File: src/rtl/axi_outstanding_tracker.sv
// axi_outstanding_tracker
//   Counts in-flight AXI transactions per ID and overall, gates new issues
//   against a per-ID cap and a global cap, and provides a drain/fence
//   handshake that waits for every outstanding transaction to complete.
//
// Ports
//   clk_i, rst_ni           clock, asynchronous active-low reset
//   req_valid_i, req_id_i   new transaction request and its ID
//   req_ready_o             issue permitted (combinational from registered counts)
//   rsp_valid_i, rsp_id_i   final response (B or RLAST) and its ID
//   drain_req_i             fence request, sampled only while idle
//   drain_ack_o             one-cycle pulse once everything has drained
//   busy_o                  global count non-zero
//   total_cnt_o             registered global in-flight count
//   err_o                   sticky protocol error
//
// Optional feature
//   AXI_OUTSTANDING_TRACKER_ERR_CHECK_EN: when defined, err_o flags responses to
//   IDs with nothing outstanding and requests carrying an out-of-range ID.
//   When undefined err_o is tied low and no error logic exists.
module axi_outstanding_tracker #(
   parameter int unsigned NrIds          = 16,
   parameter int unsigned IdWidth        = 4,
   parameter int unsigned MaxOutstanding = 7,
   parameter int unsigned MaxPerId       = 4
) (
   input  logic                                 clk_i,
   input  logic                                 rst_ni,
   input  logic                                 req_valid_i,
   input  logic [IdWidth-1:0]                   req_id_i,
   output logic                                 req_ready_o,
   input  logic                                 rsp_valid_i,
   input  logic [IdWidth-1:0]                   rsp_id_i,
   input  logic                                 drain_req_i,
   output logic                                 drain_ack_o,
   output logic                                 busy_o,
   output logic [$clog2(MaxOutstanding+1)-1:0] total_cnt_o,
   output logic                                 err_o
);

   localparam int unsigned CntW = $clog2(MaxPerId + 1);
   localparam int unsigned TotW = $clog2(MaxOutstanding + 1);
   localparam int unsigned IdxW = (NrIds > 1) ? $clog2(NrIds) : 1;

   localparam logic [CntW-1:0]  CntMax  = CntW'(MaxPerId);
   localparam logic [CntW-1:0]  CntOne  = CntW'(1);
   localparam logic [TotW-1:0]  TotMax  = TotW'(MaxOutstanding);
   localparam logic [TotW-1:0]  TotOne  = TotW'(1);
   localparam logic [IdWidth:0] IdLimit = (IdWidth + 1)'(NrIds);

   typedef enum logic [1:0] {StIdle, StDrain, StAck} state_e;

   state_e              state_q, state_d;
   logic [CntW-1:0]     cnt_q [NrIds];
   logic [CntW-1:0]     cnt_d [NrIds];
   logic [TotW-1:0]     total_q, total_d;

   logic                req_in_range, rsp_in_range;
   logic [IdxW-1:0]     req_idx, rsp_idx;
   logic                issue, rsp_ok;

   // Out-of-range IDs are steered to index 0 so the array is never indexed
   // past its end; the range flag keeps them from having any effect.
   always_comb begin
      req_in_range = {1'b0, req_id_i} < IdLimit;
      rsp_in_range = {1'b0, rsp_id_i} < IdLimit;
      req_idx      = req_in_range ? IdxW'(req_id_i) : '0;
      rsp_idx      = rsp_in_range ? IdxW'(rsp_id_i) : '0;

      req_ready_o  = (total_q < TotMax) && (cnt_q[req_idx] < CntMax) &&
                     (state_q == StIdle) && req_in_range;
      issue        = req_valid_i && req_ready_o;
      // Responses with nothing outstanding are dropped, never underflow.
      rsp_ok       = rsp_valid_i && rsp_in_range && (cnt_q[rsp_idx] != '0);
   end

   // Per-ID counters: a same-ID issue and response cancel out.
   always_comb begin
      for (int unsigned i = 0; i < NrIds; i++) begin
         cnt_d[i] = cnt_q[i];
         if (issue && (req_idx == IdxW'(i)) && !(rsp_ok && (rsp_idx == IdxW'(i)))) begin
            cnt_d[i] = cnt_q[i] + CntOne;
         end else if (rsp_ok && (rsp_idx == IdxW'(i)) && !(issue && (req_idx == IdxW'(i)))) begin
            cnt_d[i] = cnt_q[i] - CntOne;
         end
      end
   end

   always_comb begin
      total_d = total_q;
      if (issue && !rsp_ok) begin
         total_d = total_q + TotOne;
      end else if (rsp_ok && !issue) begin
         total_d = total_q - TotOne;
      end
   end

   // Drain FSM; DRAIN looks at the registered total, which gives the
   // two-cycle minimum latency from request to acknowledge.
   always_comb begin
      state_d = state_q;
      unique case (state_q)
         StIdle:  if (drain_req_i) state_d = StDrain;
         StDrain: if (total_q == '0) state_d = StAck;
         StAck:   state_d = StIdle;
         default: state_d = StIdle;
      endcase
   end

   always_ff @(posedge clk_i or negedge rst_ni) begin
      if (!rst_ni) begin
         state_q <= StIdle;
         total_q <= '0;
         for (int unsigned i = 0; i < NrIds; i++) begin
            cnt_q[i] <= '0;
         end
      end else begin
         state_q <= state_d;
         total_q <= total_d;
         for (int unsigned i = 0; i < NrIds; i++) begin
            cnt_q[i] <= cnt_d[i];
         end
      end
   end

   assign drain_ack_o = (state_q == StAck);
   assign busy_o      = (total_q != '0);
   assign total_cnt_o = total_q;

`ifdef AXI_OUTSTANDING_TRACKER_ERR_CHECK_EN
   logic err_q;
   logic err_set;

   assign err_set = (rsp_valid_i && !rsp_ok) || (req_valid_i && !req_in_range);

   always_ff @(posedge clk_i or negedge rst_ni) begin
      if (!rst_ni) begin
         err_q <= 1'b0;
      end else if (err_set) begin
         err_q <= 1'b1;
      end
   end

   assign err_o = err_q;
`else
   assign err_o = 1'b0;
`endif

endmodule

File: config.mk
export PLATFORM = sky130hd
export DESIGN_NAME = axi_outstanding_tracker
export DESIGN_NICKNAME = d
export VERILOG_FILES = /design/src/rtl/axi_outstanding_tracker.sv
export SDC_FILE = /design/constraint.sdc
export NUM_CORES = 1
export LEC_CHECK = 0
export BUFFER_PORTS_ARGS = -buffer_cell sky130_fd_sc_hd__buf_2
export CORE_MARGIN = 4
export CORE_UTILIZATION = 50
export CTS_CLUSTER_DIAMETER = 200
export CTS_CLUSTER_SIZE = 40
export DETAILED_ROUTE_END_ITERATION = 6
export PLACE_DENSITY = 0.67
export RECOVER_POWER = 25
export REMOVE_ABC_BUFFERS = 1
export SLEW_MARGIN = 30
export SYNTH_ARGS = -nofsm -noshare
export SYNTH_HDL_FRONTEND = slang
export SYNTH_SLANG_ARGS = --single-unit
File: constraint.sdc
create_clock -name clk_i -period 3.2 [get_ports clk_i]
set_input_delay 0.64 -clock clk_i [delete_from_list [all_inputs] [get_ports clk_i]]
set_output_delay 0.64 -clock clk_i [all_outputs]
set_load 0.01 [all_outputs]
* After elaboration in Yosys (flattened, before gate mapping)
Cells that the tools add are included. W data, S select, Z words.
Operators by class: add/subtract/negate cells 34, $mul 0, divide/modulo/power cells 0, order comparisons 4, equality and inequality tests 34, shifts and indexed selects 0, multiplexer cells 43, bitwise gates (word level) 2, reduce and logical (&&, ||, !) cells 128
Operators with widths (count):
- $mux W3 | 38
- $logic_and A1 B1 Y1 | 70
- $eq A4 B4 Y1 const B | 16
- $add A3 B1 Y3 const B | 17
- $sub A3 B1 Y3 const B | 17
- $logic_not A1 Y1 | 34
- $reduce_bool A2 Y1 | 17
- $eq A4 B3 Y1 const B | 8
- $bmux W3 S4 | 2
- $eq A4 B2 Y1 const B | 4
- $ge A5 B5 Y1 const B | 2
- $not A4 Y5 | 2
- $eq A4 B1 Y1 const B | 2
- $logic_not A4 Y1 | 2
- $lt A3 B3 Y1 const B | 2
- $reduce_bool A3 Y1 | 2
- $mux W2 | 2
- $ne A2 B2 Y1 const B | 2
- $pmux W2 S2 | 1
- $logic_not A3 Y1 | 1
- $eq A2 B1 Y1 const B | 1
- $eq A2 B2 Y1 const B | 1
- $logic_not A2 Y1 | 1
- $reduce_and A2 Y1 | 1
Word-level totals: flip-flop bits (word level) 53, latch bits 0, bits in writable memories 0, memory bits (read-only) 0, output and inout bits 7, word-level logic and storage cells 263, memories kept 0

* Longest topological paths before layout
Gate-level depths: netlist of the first run.
depth in word-level cells 13, depth in mapped cells 12, mapped depth without buffers 11

* Least setup slack after synthesis of the first run
No wires, ideal clock.
kind input to register, start point input req_id_i[0], end point register total_q[2], in the netlist total_cnt_o[2], setup time 79 ps, arrival time 2905 ps, setup slack 215 ps, stages 12, buffers on the path 1, path through buf_2 > mux4_2 > mux2i_1 > and3_1 > nand2b_1 > and2_1 > ha_1 > inv_1 > fa_1 > xor2_1 > nor2_1 > xor2_1
On the way: word-level cells in the longest chain between the ends 11
RTL lines:
- from (decl) | line 30 | input logic [IdWidth-1:0] req_id_i,
- $not A4 Y5 (not written as such) (*) | line 70 | req_ready_o = (total_q < TotMax) && (cnt_q[req_idx] < CntMax) &&
- $bmux W3 S4 (*) | line 70
- $mux W3 (not written as such) (*) (2 in a row) | line 70
- $lt A3 B3 Y1 (*) | line 70
- $logic_and A1 B1 Y1 (*) (2 in a row) | line 70
- net req_ready_o | line 31 | output logic req_ready_o,
- $logic_and A1 B1 Y1 (*) | line 72 | issue = req_valid_i && req_ready_o;
- $logic_not A1 Y1 | line 93 | end else if (rsp_ok && !issue) begin
- $logic_and A1 B1 Y1 | line 93
- $reduce_bool A2 Y1 (no source line)
- to (signal assigned) | line 119 | total_q <= total_d;
- to (decl) | line 56 | logic [TotW-1:0] total_q, total_d;
Mark *: on every way through the listed nets, which the timed path passes. The rest lies on a longest branch. The select of a mux whose other input is x is not followed. A chain may end at the register's enable or synchronous reset.

* Final worst setup path of the first run
start point input rsp_id_i[0], end point register cnt_q[38] in the netlist's numbering
On the way: word-level cells in the longest chain between the ends 10
RTL lines:
- from (decl) | line 33 | input logic [IdWidth-1:0] rsp_id_i,
- $not A4 Y5 (not written as such) | line 74 | rsp_ok = rsp_valid_i && rsp_in_range && (cnt_q[rsp_idx] != '0);
- $bmux W3 S4 | line 74
- $mux W3 (not written as such) (2 in a row) | line 74
- $reduce_bool A3 Y1 | line 74
- $logic_and A1 B1 Y1 | line 74
- $logic_and A1 B1 Y1 (*) | line 81, 83
- $logic_not A1 Y1 | line 81 | if (issue && (req_idx == IdxW'(i)) && !(rsp_ok && (rsp_idx == IdxW'(i)))) begin
- $logic_and A1 B1 Y1 | line 81
- $mux W3 / $reduce_bool A2 Y1 (equally long branches)
- to (signal, indexed assignment) | line 121 | cnt_q[i] <= cnt_d[i];
- to (decl) | line 54 | logic [CntW-1:0] cnt_q [NrIds];
Mark *: on every way between the ends. The rest lies on a longest branch, timed or not. The select of a mux whose other input is x is not followed.

==> results of run 1 <==
-- per-stage QoR --
stage | hold WS, ps | worst slack (ps) | utilization (%)
floorplan | 344 | 304 | -
global placement | 468 | 19.5 | 57.8
detailed placement | 478 | -54.6 | 57.8
CTS | 337 | 266 | 59.3
global route | 510 | 107 | 59.3
finish | 487 | 275 | 59.3
-- cells in the final DEF, fill, tap and decap left out, types with 3 or more instances in the layout --
cell	count
nor3_1	5
nand3_1	3
a211oi_1	4
o21ai_0	5
nand4_1	12
mux2_2	17
xor2_1	34
inv_1	18
nor2b_1	7
mux4_2	6
clkbuf_8	7
and2_1	3
buf_2	17
mux2i_1	4
nand2_1	9
xnor2_1	17
ha_1	17
dfrtp_1	53
buf_4	23
fa_1	17
nor2_1	42
-- power breakdown --
group | internal [W] | switching (W) | total, W | leakage (nW)
clock | 0.000196 | 0.000223 | 0.000419 | 0.0542
combinational | 0.000603 | 0.000472 | 0.00107 | 0.992
sequential | 0.00100 | 0.000393 | 0.00140 | 0.649
total | 0.00180 | 0.00109 | 0.00289 | 1.70
-- worst paths after layout --
check,start,endpoint,depth (start not counted)
max,rsp_id_i[0],cnt_q[38]$_DFFE_PN0P_,12
min,state_q[1]$_DFFE_PN0P_,state_q[0]$_DFFE_PN0P_,1
max reg2reg,cnt_q[31]$_DFFE_PN0P_,cnt_q[38]$_DFFE_PN0P_,11
min reg2reg,state_q[1]$_DFFE_PN0P_,state_q[0]$_DFFE_PN0P_,1
max in group asynchronous,rst_ni,cnt_q[43]$_DFFE_PN0P_,2
min in group asynchronous,rst_ni,state_q[1]$_DFFE_PN0P_,1
-- flip-flops by register name (all words and copies together) (netlist names) --
register     flops
total_cnt_o      3
state_q          2
cnt_q           48
-- cells by family after synthesis --
kind of cell    Yosys count  synth area share [%]
buf+inv                  26                  3.12
simple gates            100                  14.9
mux                      27                  10.6
xor+xnor                 51                  13.0
fa+ha+maj                34                  16.0
flops                    53                  38.5
other cells               1                 0.109
compound gates           16                  3.70
-- worst reg2reg max path: stages (launching register included) --
cell	delay [ps]
dfrtp_1	440
mux4_2	460
and2_4	160
a311oi_4	330
nand4_2	190
nand4_1	160
ha_1	190
inv_1	60
fa_1	370
xor2_1	150
nor2_1	120
xor2_1	170
-- layout make-up --
type / count / area, um2 / share of cell area, %
multi-input combinational: 229 / 2010 / 52.0
timing repair buffer: 42 / 267 / 6.89
inverter: 18 / 67.6 / 1.75
clock buffer: 7 / 96.3 / 2.49
clock inverter: 1 / 5.00 / 0.129
tap: 77 / 96.3 / 2.49
sequential: 53 / 1330 / 34.3
-- layer usage --
layer  global-route usage, %  vias up
met2                    29.5       41
li1                        -     1120
met1                    26.5     1149
met3                    4.05       10
met4                    4.52        0
met5                       0        -
==> impl_metrics.env, run 1 <==
export IMPL_antenna_found_initial=0
export IMPL_portBuffers=18
export IMPL_wirelength_um=7060
export IMPL_drc=0
export IMPL_start_kind="input port"
export IMPL_yosysMostFrequentCell="dfrtp_1"
export IMPL_design_area_mm2=0.00387
export IMPL_cpLargestDelayFamily="simple AND/OR/NAND/NOR gates"
export IMPL_power_density_mw_per_mm2=746
export IMPL_synth_ff_type="dfrtp_1"
export IMPL_crit_top_cell="xor2_1"
export IMPL_outcome="completed"
export IMPL_grt_max_degree=29
export IMPL_slowest_delay_ps=500
export IMPL_clk_pin_slew_worst_paths_ps=100
export IMPL_drt_iter0_drc=146
export IMPL_slew_viol_final=0
export IMPL_finalClockSkew_ps=6.31
export IMPL_grt_setup_unrepaired="no"
export IMPL_wl_per_cell_um=16.5
export IMPL_vias=2320
export IMPL_max_cap_violations=0
export IMPL_tns_ps=0
export IMPL_syn_cell_area_mm2=0.00345
export IMPL_die_y_um=91.0
export IMPL_ir_worst_vdd_v=0.000319
export IMPL_critPathBufInv=2
export IMPL_met1_length_um=3350
export IMPL_period_share_pct=91.4
export IMPL_area_delta_synth_final_pct=12.3
export IMPL_reg2reg_slack_ps=340
export IMPL_async_flop_share_pct=100
export IMPL_htreeDepth=2
export IMPL_track_usage_pct=18.7
export IMPL_cts_setup_buffers=0
export IMPL_wl_met2_um=3320
export IMPL_finalSetupViolCount=0
export IMPL_seq_area_frac_synth_pct=38.5
export IMPL_num_rows=29
export IMPL_die_x_um=91.0
export IMPL_p_leak_nw=1.70
export IMPL_numCtsBuffers=5
export IMPL_fill_cells=568
export IMPL_yosysWarnings=0
export IMPL_power_w=0.00289
export IMPL_io_pins=20
export IMPL_slew_headroom_pct=6.87
export IMPL_drt_first_pass_iters=4
export IMPL_start_util_pct=52.8
export IMPL_drive_gt1_share_pct=22.6
export IMPL_yosysTopAreaCellShare_pct=38.5
export IMPL_synth_edf_count=0
export IMPL_num_antenna_cells=0
export IMPL_cp_required_ps=3430
export IMPL_synth_common_cells="dfrtp_1 (53), nor2_1 (42), xor2_1 (34)"
export IMPL_root_buffer="clkbuf_8"
export IMPL_wl_met3_um=303
export IMPL_hold_viol_final=0
export IMPL_grt_pass1_vias=2469
export IMPL_critical_path_cell_chain="buf_2 > mux4_2 > and2_4 > a311oi_4 > nand4_2 > nand4_1 > ha_1 > inv_1 > fa_1 > xor2_1 > nor2_1 > xor2_1"
export IMPL_clkLatencyLatePin_ps=310
export IMPL_min_path_type="reg -> reg"
export IMPL_path_class="in -> reg"
export IMPL_synth_ff_latch_count=53
export IMPL_syn_inst=308
export IMPL_dpl_hpwl_um=5540
export IMPL_place_area_mm2=0.00377
export IMPL_core_mm2=0.00653
export IMPL_cp_end_kind="flop"
export IMPL_overflow=0
export IMPL_synthDistinctLibCells=41
export IMPL_final_cells=427
export IMPL_highest_layer="met4"
export IMPL_crit_path_max_fanout=5
export IMPL_die_area_mm2=0.00828
export IMPL_cts_tree="yes"
export IMPL_grt_first_pass_wirelength_um=12300
export IMPL_cts_buffer_depth=2
export IMPL_cts_resized=0
export IMPL_vias_per_cell=5.43
export IMPL_ant_nets=0
export IMPL_worst_slew_pin_slew_ps=1400
export IMPL_cts_hold_buf=0
export IMPL_place_inst=419
export IMPL_cp_slowest_cell="mux4_2"
export IMPL_place_congestion=0.938
export IMPL_period_needed_ps=2930
export IMPL_cp_arrival_ps=3160
export IMPL_max_freq_mhz=342
export IMPL_cts_sinks=53
export IMPL_final_nets=396
export IMPL_synth_area_leaders="dfrtp_1 (38%), fa_1 (9.9%), xor2_1 (8.6%)"
export IMPL_syn_avg_cell_area_um2=11.2
export IMPL_post_synth_top_area_cell="dfrtp_1"
Power figures use the tool's default switching activity.
==> run 2: changes to the inputs <==
- clock period: 3.2 -> 3.35 ns (I/O delays scaled with it)
==> run 2 against run 1 <==
Net effect:
- combinational power down 5%
- cell area is 1.5% lower
- the flow now finishes with violations (max-capacitance violations, max-slew violations)
- largest power group unchanged
- final cell count shrank 2.3%
- critical path type unchanged
- non-clock buffer count decreased by 10
- highest routed layer unchanged
==> impl_metrics.env, run 2 (synthesized netlist as in run 1, its figures left out) <==
export IMPL_final_cells=417
export IMPL_htreeDepth=2
export IMPL_violations="max-capacitance violations, max-slew violations"
export IMPL_cp_slowest_cell="mux4_2"
export IMPL_start_util_pct=52.8
export IMPL_ir_worst_vdd_v=0.000326
export IMPL_vias=2322
export IMPL_cts_setup_buffers=0
export IMPL_dp_slack_ps=6.41
export IMPL_core_mm2=0.00653
export IMPL_max_freq_mhz=334
export IMPL_layout_common_cells="dfrtp_1 (53), nor2_1 (42), xor2_1 (34)"
export IMPL_crit_top_cell="xor2_1"
export IMPL_period_needed_ps=2990
export IMPL_track_usage_pct=18.6
export IMPL_grt_first_pass_wirelength_um=12100
export IMPL_overflow=0
export IMPL_slew_viol_final=40
export IMPL_min_path_type="reg -> reg"
export IMPL_ant_nets=0
export IMPL_num_antenna_cells=0
export IMPL_top_register="cnt_q"
export IMPL_drc=0
export IMPL_wl_per_cell_um=16.8
export IMPL_tns_ps=0
export IMPL_hold_viol_final=0
export IMPL_cts_resized=0
export IMPL_slew_headroom_pct=-43.9
export IMPL_cts_buffer_depth=2
export IMPL_area_delta_synth_final_pct=10.6
export IMPL_antenna_found_initial=0
export IMPL_largest_reg_flops=48
export IMPL_worst_slew_pin_slew_ps=2160
export IMPL_period_share_pct=89.3
export IMPL_vias_per_cell=5.57
export IMPL_num_rows=29
export IMPL_cp_arrival_ps=3230
export IMPL_cts_sinks=53
export IMPL_place_inst=409
export IMPL_finalClockSkew_ps=8.73
export IMPL_path_class="in -> reg"
export IMPL_cts_tree="yes"
export IMPL_critical_path_cell_chain="buf_2 > mux4_2 > and2_4 > a311oi_4 > a211oi_1 > buf_4 > nand2_1 > ha_1 > inv_1 > fa_1 > xor2_1 > nor2_1 > xor2_1"
export IMPL_place_congestion=0.889
export IMPL_clkLatencyLatePin_ps=310
export IMPL_crit_path_max_fanout=6
export IMPL_cp_required_ps=3590
export IMPL_setup_ws_ps=359
export IMPL_start_kind="input port"
export IMPL_finalSetupViolCount=0
export IMPL_p_leak_nw=1.65
export IMPL_drt_first_pass_iters=4
export IMPL_io_pins=20
export IMPL_die_y_um=91.0
export IMPL_grt_max_degree=40
export IMPL_clk_pin_slew_worst_paths_ps=90
export IMPL_wirelength_um=7010
export IMPL_numCtsBuffers=5
export IMPL_cts_hold_buf=0
export IMPL_cp_end_kind="flop"
export IMPL_max_cap_violations=1
export IMPL_drive_gt1_share_pct=20.0
export IMPL_critPathBufInv=3
export IMPL_drt_iter0_drc=186
export IMPL_cpLargestDelayFamily="adder cells"
export IMPL_final_common_cell="dfrtp_1"
export IMPL_grt_setup_unrepaired="no"
export IMPL_dpl_hpwl_um=5490
export IMPL_final_nets=386
export IMPL_grt_pass1_vias=2419
export IMPL_die_x_um=91.0
export IMPL_portBuffers=18
export IMPL_root_buffer="clkbuf_8"
export IMPL_power_density_mw_per_mm2=736
export IMPL_slowest_delay_ps=510
export IMPL_outcome="finished, violations left"
export IMPL_die_area_mm2=0.00828
-- run 2: final timing paths --
kind	to	cells past startpoint	startpoint	slack, ps
min in group asynchronous	cnt_q[18]$_DFFE_PN0P_	1	rst_ni	980
max	cnt_q[20]$_DFFE_PN0P_	13	rsp_id_i[0]	360
max reg2reg	cnt_q[20]$_DFFE_PN0P_	12	cnt_q[34]$_DFFE_PN0P_	480
max in group asynchronous	cnt_q[47]$_DFFE_PN0P_	1	rst_ni	1130
min reg2reg	state_q[0]$_DFFE_PN0P_	1	state_q[1]$_DFFE_PN0P_	480
min	state_q[0]$_DFFE_PN0P_	1	state_q[1]$_DFFE_PN0P_	480
-- run 2: metal layers --
| metal | share of wire (%) | wire [um] | GRT usage, % |
|---|---|---|---|
| met1 | 46 | 3250 | 25.9 |
| met2 | 48 | 3360 | 29.5 |
| met3 | 3.7 | 261 | 3.14 |
| met4 | 1.9 | 133 | 6.41 |
| met5 | 0 | 0 | 0 |
-- run 2: metrics by stage --
| step | utilization [%] | hold slack, ps | area [um2] | power [W] |
|---|---|---|---|---|
| after floorplan | - | 374 | 3410 | 0.00204 |
| final | 58.4 | 479 | 3810 | 0.00281 |
| after detailed placement | 56.6 | 474 | 3700 | 0.00238 |
| after global routing | 58.4 | 500 | 3810 | 0.00304 |
| after CTS | 58.4 | 484 | 3810 | 0.00284 |
| after global placement | 56.6 | 456 | 3700 | 0.00233 |
-- run 2: area by class of cell --
cell class                 count  area [um2]
clock buffer                   7        86.3
tap                           77        96.3
inverter                      18        67.6
sequential                    53        1330
multi-input combinational    229        2010
fill                         552        2720
clock inverter                 1        30.0
timing repair buffer          32         194
-- run 2: power breakdown --
part           internal (W)  switching, W
logic              0.000571      0.000448
registers          0.000958      0.000378
clock network      0.000244      0.000207
total               0.00177       0.00103
